--- src/rtl/conv_out_postproc.sv ---
// Convolution output post-processor: round/shift, optional noise injection, leaky-ReLU, saturation.
// Define CONV_POSTPROC_NOISE_EN to enable the noise BRAM read path; otherwise noise contributes zero.
module conv_out_postproc #(
   parameter int RESULT_WIDTH = 48,
   parameter int PIXEL_WIDTH  = 16,
   parameter int FRAC_SHIFT   = 8,
   parameter int ADDR_WIDTH   = 14
) (
   input  logic                           clk,
   input  logic                           Reset,
   input  logic signed [RESULT_WIDTH-1:0] s_axis_tdata,
   input  logic                           s_axis_tvalid,
   input  logic                           s_axis_tlast,
   output logic                           s_axis_tready,
   output logic [ADDR_WIDTH-1:0]          noise_addr,
   output logic                           noise_en,
   input  logic signed [15:0]             noise_data,
   input  logic signed [15:0]             noise_scale,
   output logic signed [PIXEL_WIDTH-1:0]  m_axis_tdata,
   output logic                           m_axis_tvalid,
   output logic                           m_axis_tlast,
   input  logic                           m_axis_tready,
   output logic                           frame_done,
   output logic [15:0]                    sat_count
);

   localparam int EXT_W = RESULT_WIDTH + 4;
   localparam logic signed [RESULT_WIDTH-1:0] ROUND_BIAS = RESULT_WIDTH'(longint'(1) <<< (FRAC_SHIFT - 1));
   localparam logic signed [EXT_W-1:0] PIX_MAX  = EXT_W'((longint'(1) <<< (PIXEL_WIDTH - 1)) - 1);
   localparam logic signed [EXT_W-1:0] PIX_MIN  = EXT_W'(-(longint'(1) <<< (PIXEL_WIDTH - 1)));
   localparam logic signed [EXT_W-1:0] LEAK_MUL = EXT_W'(13);

   logic stall;
   logic accept;

   logic                           s0_valid_reg, s0_last_reg;
   logic signed [RESULT_WIDTH-1:0] s0_data_reg;
   logic                           s1_valid_reg, s1_last_reg;
   logic signed [RESULT_WIDTH-1:0] s1_v_reg;
   logic                           m_sat_reg;

   logic signed [RESULT_WIDTH-1:0] round_val, noise_term, sum_val;
   logic signed [EXT_W-1:0]        v_ext, leak_val, act_val;
   logic signed [PIXEL_WIDTH-1:0]  pix_next;
   logic                           sat_next;

   assign stall         = m_axis_tvalid & ~m_axis_tready;
   assign s_axis_tready = ~stall;
   assign accept        = s_axis_tvalid & ~stall;
   assign frame_done    = m_axis_tvalid & m_axis_tready & m_axis_tlast;

`ifdef CONV_POSTPROC_NOISE_EN
   logic [ADDR_WIDTH-1:0] addr_reg;
   logic                  rd_pending_reg;
   logic signed [15:0]    noise_hold_reg, noise_sel;
   logic signed [31:0]    noise_prod;

   // BRAM data is only present the cycle after the read; hold it if S1 is stalled then.
   assign noise_sel  = rd_pending_reg ? noise_data : noise_hold_reg;
   assign noise_prod = 32'(noise_sel) * 32'(noise_scale);
   assign noise_term = RESULT_WIDTH'(noise_prod >>> 8);
   assign noise_addr = addr_reg;
   assign noise_en   = accept & Reset;

   always_ff @(posedge clk or negedge Reset) begin
      if (!Reset) begin
         addr_reg       <= '0;
         rd_pending_reg <= 1'b0;
         noise_hold_reg <= '0;
      end else begin
         rd_pending_reg <= accept;
         noise_hold_reg <= noise_sel;
         if (accept)
            addr_reg <= s_axis_tlast ? '0 : addr_reg + 1'b1;
      end
   end
`else
   logic unused_noise;

   assign unused_noise = ^{noise_data, noise_scale};
   assign noise_term   = '0;
   assign noise_addr   = '0;
   assign noise_en     = 1'b0;
`endif

   assign round_val = (s0_data_reg + ROUND_BIAS) >>> FRAC_SHIFT;
   assign sum_val   = round_val + noise_term;

   // Widened so the x13 leak on large negative values cannot wrap before saturation.
   always_comb begin
      v_ext    = EXT_W'(s1_v_reg);
      leak_val = (v_ext * LEAK_MUL) >>> 6;
      act_val  = s1_v_reg[RESULT_WIDTH-1] ? leak_val : v_ext;
      sat_next = 1'b0;
      pix_next = PIXEL_WIDTH'(act_val);
      if (act_val > PIX_MAX) begin
         pix_next = PIXEL_WIDTH'(PIX_MAX);
         sat_next = 1'b1;
      end else if (act_val < PIX_MIN) begin
         pix_next = PIXEL_WIDTH'(PIX_MIN);
         sat_next = 1'b1;
      end
   end

   always_ff @(posedge clk or negedge Reset) begin
      if (!Reset) begin
         s0_valid_reg  <= 1'b0;
         s0_last_reg   <= 1'b0;
         s0_data_reg   <= '0;
         s1_valid_reg  <= 1'b0;
         s1_last_reg   <= 1'b0;
         s1_v_reg      <= '0;
         m_axis_tvalid <= 1'b0;
         m_axis_tlast  <= 1'b0;
         m_axis_tdata  <= '0;
         m_sat_reg     <= 1'b0;
      end else if (!stall) begin
         s0_valid_reg  <= s_axis_tvalid;
         s0_last_reg   <= s_axis_tvalid & s_axis_tlast;
         s0_data_reg   <= s_axis_tdata;
         s1_valid_reg  <= s0_valid_reg;
         s1_last_reg   <= s0_last_reg;
         s1_v_reg      <= sum_val;
         m_axis_tvalid <= s1_valid_reg;
         m_axis_tlast  <= s1_last_reg;
         m_axis_tdata  <= pix_next;
         m_sat_reg     <= s1_valid_reg & sat_next;
      end
   end

   always_ff @(posedge clk or negedge Reset) begin
      if (!Reset)
         sat_count <= '0;
      else if (m_axis_tvalid && m_axis_tready && m_sat_reg && sat_count != 16'hFFFF)
         sat_count <= sat_count + 16'd1;
   end

endmodule

--- config.mk ---
export PLATFORM = sky130hd
export DESIGN_NAME = conv_out_postproc
export DESIGN_NICKNAME = d
export VERILOG_FILES = /design/src/rtl/conv_out_postproc.sv
export SDC_FILE = /design/constraint.sdc
export NUM_CORES = 1
export LEC_CHECK = 0
export ABC_AREA = 1
export CORE_MARGIN = 2
export CORE_UTILIZATION = 30
export DETAILED_ROUTE_END_ITERATION = 8
export HOLD_SLACK_MARGIN = 0.15
export PLACE_DENSITY_LB_ADDON = 0.08
export SETUP_SLACK_MARGIN = 0.3
export SYNTH_ARGS = -nofsm -noshare
export SYNTH_HDL_FRONTEND = slang
export SYNTH_SLANG_ARGS = --single-unit
--- constraint.sdc ---
create_clock -name clk -period 8.2 [get_ports clk]
set_clock_uncertainty 0.05 [all_clocks]
set_input_delay 0.82 -clock clk [delete_from_list [all_inputs] [get_ports clk]]
set_output_delay 0.82 -clock clk [all_outputs]
set_load 0.01 [all_outputs]
==> flow_summary.yaml <==
cts:
  htreeDepth: 4
  post_cts_resized: 0
  clk_pin_slew_ns: 0.06
  post_cts_buffers: 0
  cts_buffers: 17
  clk_latency_ns: 0.43
  clk_path_buf_depth: 2
  cts_root_buffer: "clkbuf_16"
  cts_tree: "yes"
  cts_num_sinks: 120
  holdBufCountCts: 0
logic_synthesis:
  syn_area_per_cell_um2: 6.637
  synthTopCellsByArea: "dfrtp_1 25%, nand2_1 18%, ha_1 13%"
  ys_ff_latch: 120
  ys_top_cells_by_count: "584 x nand2_1, 385 x inv_1, 120 x dfrtp_1, 120 x ha_1, 106 x nor2_1"
  synth_area_leader_cell: "dfrtp_1"
  async_reset_ff_share_pct: 100.0
  synth_most_common_cell: "nand2_1"
  synth_top_area_share_pct: 25.04
  synth_area_um2: 11990
  yosysWarnings: 0
  ys.flop_type: "dfrtp_1"
  ys_seq_area_share_pct: 25.04
  synth_edf_count: 0
  synth_cell_type_count: 44
  synthCells: 1807
die:
  start_util_pct: 30.25
  boundaryPins: 136
  fp.dieH_um: 203.9
  dieWidth_um: 203.9
  core_area_um2: 39640
  rows: 73
  die_area_um2: 41590
setup_path:
  crit_family: "simple AND/OR/NAND/NOR gates"
  cpPeakStageDelay_ns: 0.51
  timing.rr.start: "s1_v_reg[3]"
  critPathSlowestCell: "dfrtp_1"
  rrSetupSlack_ns: 3.70
  start_kind: "flip-flop"
  critical_path.startpoint: "s1_v_reg[3]"
  worst-path-stages: 26
  cp_num_buf_inv: 3
  worstPathRequired_ns: 8.52
  reg2reg_depth: 26
  cp.arrival_ns: 4.82
  worstReg2RegEnd: "m_axis_tdata[12]"
  path_class: "reg -> reg"
  cpMostUsedCell: "nand2_1"
  cp_max_fo: 16
  end_kind: "flip-flop"
sta:
  slew_viol_final: 0
  rsz0062_at_grt: "no"
  worst_pin_slew_ns: 0.8991
  fin_tns_setup_ns: 0
  final-setup-viol-count: 0
  relSlewSlack_pct: 40.06
  fmax_ghz: 0.2220
  hold_violations: 0
  fin_crit_sh_pct: 54.93
  fin_crit_ns: 4.505
placement:
  dp.cells: 2386
  port_buffers: 81
  routabilityCongestion: 0.9063
  dpl.hpwl_mm: 29.66
detailed_routing:
  ant_nets: 0
  wl_per_cell_um: 14.80
  vias: 10769
  drcViolationCount: 0
  drtPass1Iterations: 5
  vias_per_cell: 4.457
  wirelength_mm: 35.76
  drt_iter0_drc: 458
job:
  max_cap_violations: 0
grt:
  grt_max_degree: 103
  grt_pass1_vias: 10920
  grt_pass1_wl_mm: 58.14
  grt_use_total_pct: 17.94
  antenna_found_initial: 0
  grt.overflow.total: 0
cells_and_area:
  antenna_cells: 0
  fill_cells: 4437
  drive_above_1_share_pct: 4.759
  syn_to_final_growth_pct: 15.84
  layoutNonFillerInstCount: 2416
  largest_reg_flops: 41
  num-nets-final: 2123
status:
  status: "complete, no violations"
hold_path:
  hold_class: "in -> async"
[metal layers]
layer,vias to the layer above,track usage [%],routed length (µm)
met3,23,2.790,1124
li1,5645,-,-
met2,158,29.12,16130
met1,4943,25.28,18130
met4,0,3.520,377
met5,-,0,0
[per-stage QoR]
| stage | util, % | instance area, µm² | hold slack (ns) | worst slack [ns] |
|---|---|---|---|---|
| 6_report | 35.05 | 13890 | 0.3764 | 3.695 |
| 5_1_grt | 35.05 | 13890 | 0.4330 | 3.372 |
| 4_1_cts | 35.05 | 13890 | 0.4065 | 3.708 |
| 3_5_place_dp | 33.57 | 13310 | 0.4060 | 3.728 |
| 3_3_place_gp | 33.57 | 13310 | 0.4010 | 3.760 |
| 2_1_floorplan | - | 12050 | 0.3817 | 4.528 |
[layout by cell type, fill, tap and decap left out, drive strengths merged]
cell             n
o21bai           5
o22ai            3
xnor2           11
and2             2
ha             120
nor2           122
clkinvlp         2
nor4            14
nand3b           5
o21a             1
nor3            21
inv            391
xor2            31
o211ai           4
bufinv           3
and3             1
clkinv           4
clkdlybuf4s50   80
o21ai          107
dfrtp          120
clkbuf          21
conb            15
a21o             1
or2              4
mux2             1
a31oi            4
buf              7
nand4           23
o221ai           1
fa              38
nand2          597
a21oi           34
or4              1
nand3           97
[worst register-to-register path: stages, from the launching register on]
cell	delay [ns]
dfrtp_1	0.51
ha_1	0.37
ha_1	0.29
inv_1	0.05
fa_1	0.50
inv_1	0.04
ha_1	0.36
nand2_1	0.10
inv_1	0.06
nand2_1	0.05
nand2_1	0.17
nand2_1	0.07
nand2_1	0.18
nand2_1	0.08
nand2_1	0.23
nand2_1	0.13
nand3b_1	0.11
nand3_1	0.19
nand2_1	0.12
nand3_1	0.07
nor2_1	0.13
nand2_2	0.12
nand2_4	0.18
nand2_1	0.08
nand2_1	0.06
nand2_1	0.06
nand2_1	0.08
[worst max path at each step]
stage	end	slack, ns
2_1_floorplan	m_axis_tdata[0]	4.53
3_3_place_gp	m_sat_reg	3.76
3_5_place_dp	m_sat_reg	3.73
4_1_cts	m_axis_tdata[12]	3.71
5_1_grt	m_axis_tdata[2]	3.37
6_report	m_axis_tdata[12]	3.70
[kinds of logic (layout without fill, tap and decap cells)]
logic type      count (synthesis)  count (layout)  synth area share, %
flops                         120             120                25.04
xor+xnor                       42              42                3.067
simple gates                  887             887                31.47
compound gates                160             160                7.042
fa+ha+maj                     158             158                18.86
buf+inv                       438             508                14.40
mux                             1               1              0.09389
other cells                     1              15              0.03127
[final cells by class]
type                            count  area (µm²)  area share (%)
Multi-Input combinational cell   1263        7323           52.72
Sequential cell                   120        3003           21.62
Inverter                          391        1470           10.58
Timing Repair Buffer               87       853.3           6.142
Tap cell                          525       656.9           4.728
Clock buffer                       21       460.4           3.314
Clock inverter                      9       125.1          0.9007
Power is left out: the tool's default activity adds up to more than one toggle a clock period on the data nets, which glitch-free logic cannot reach.
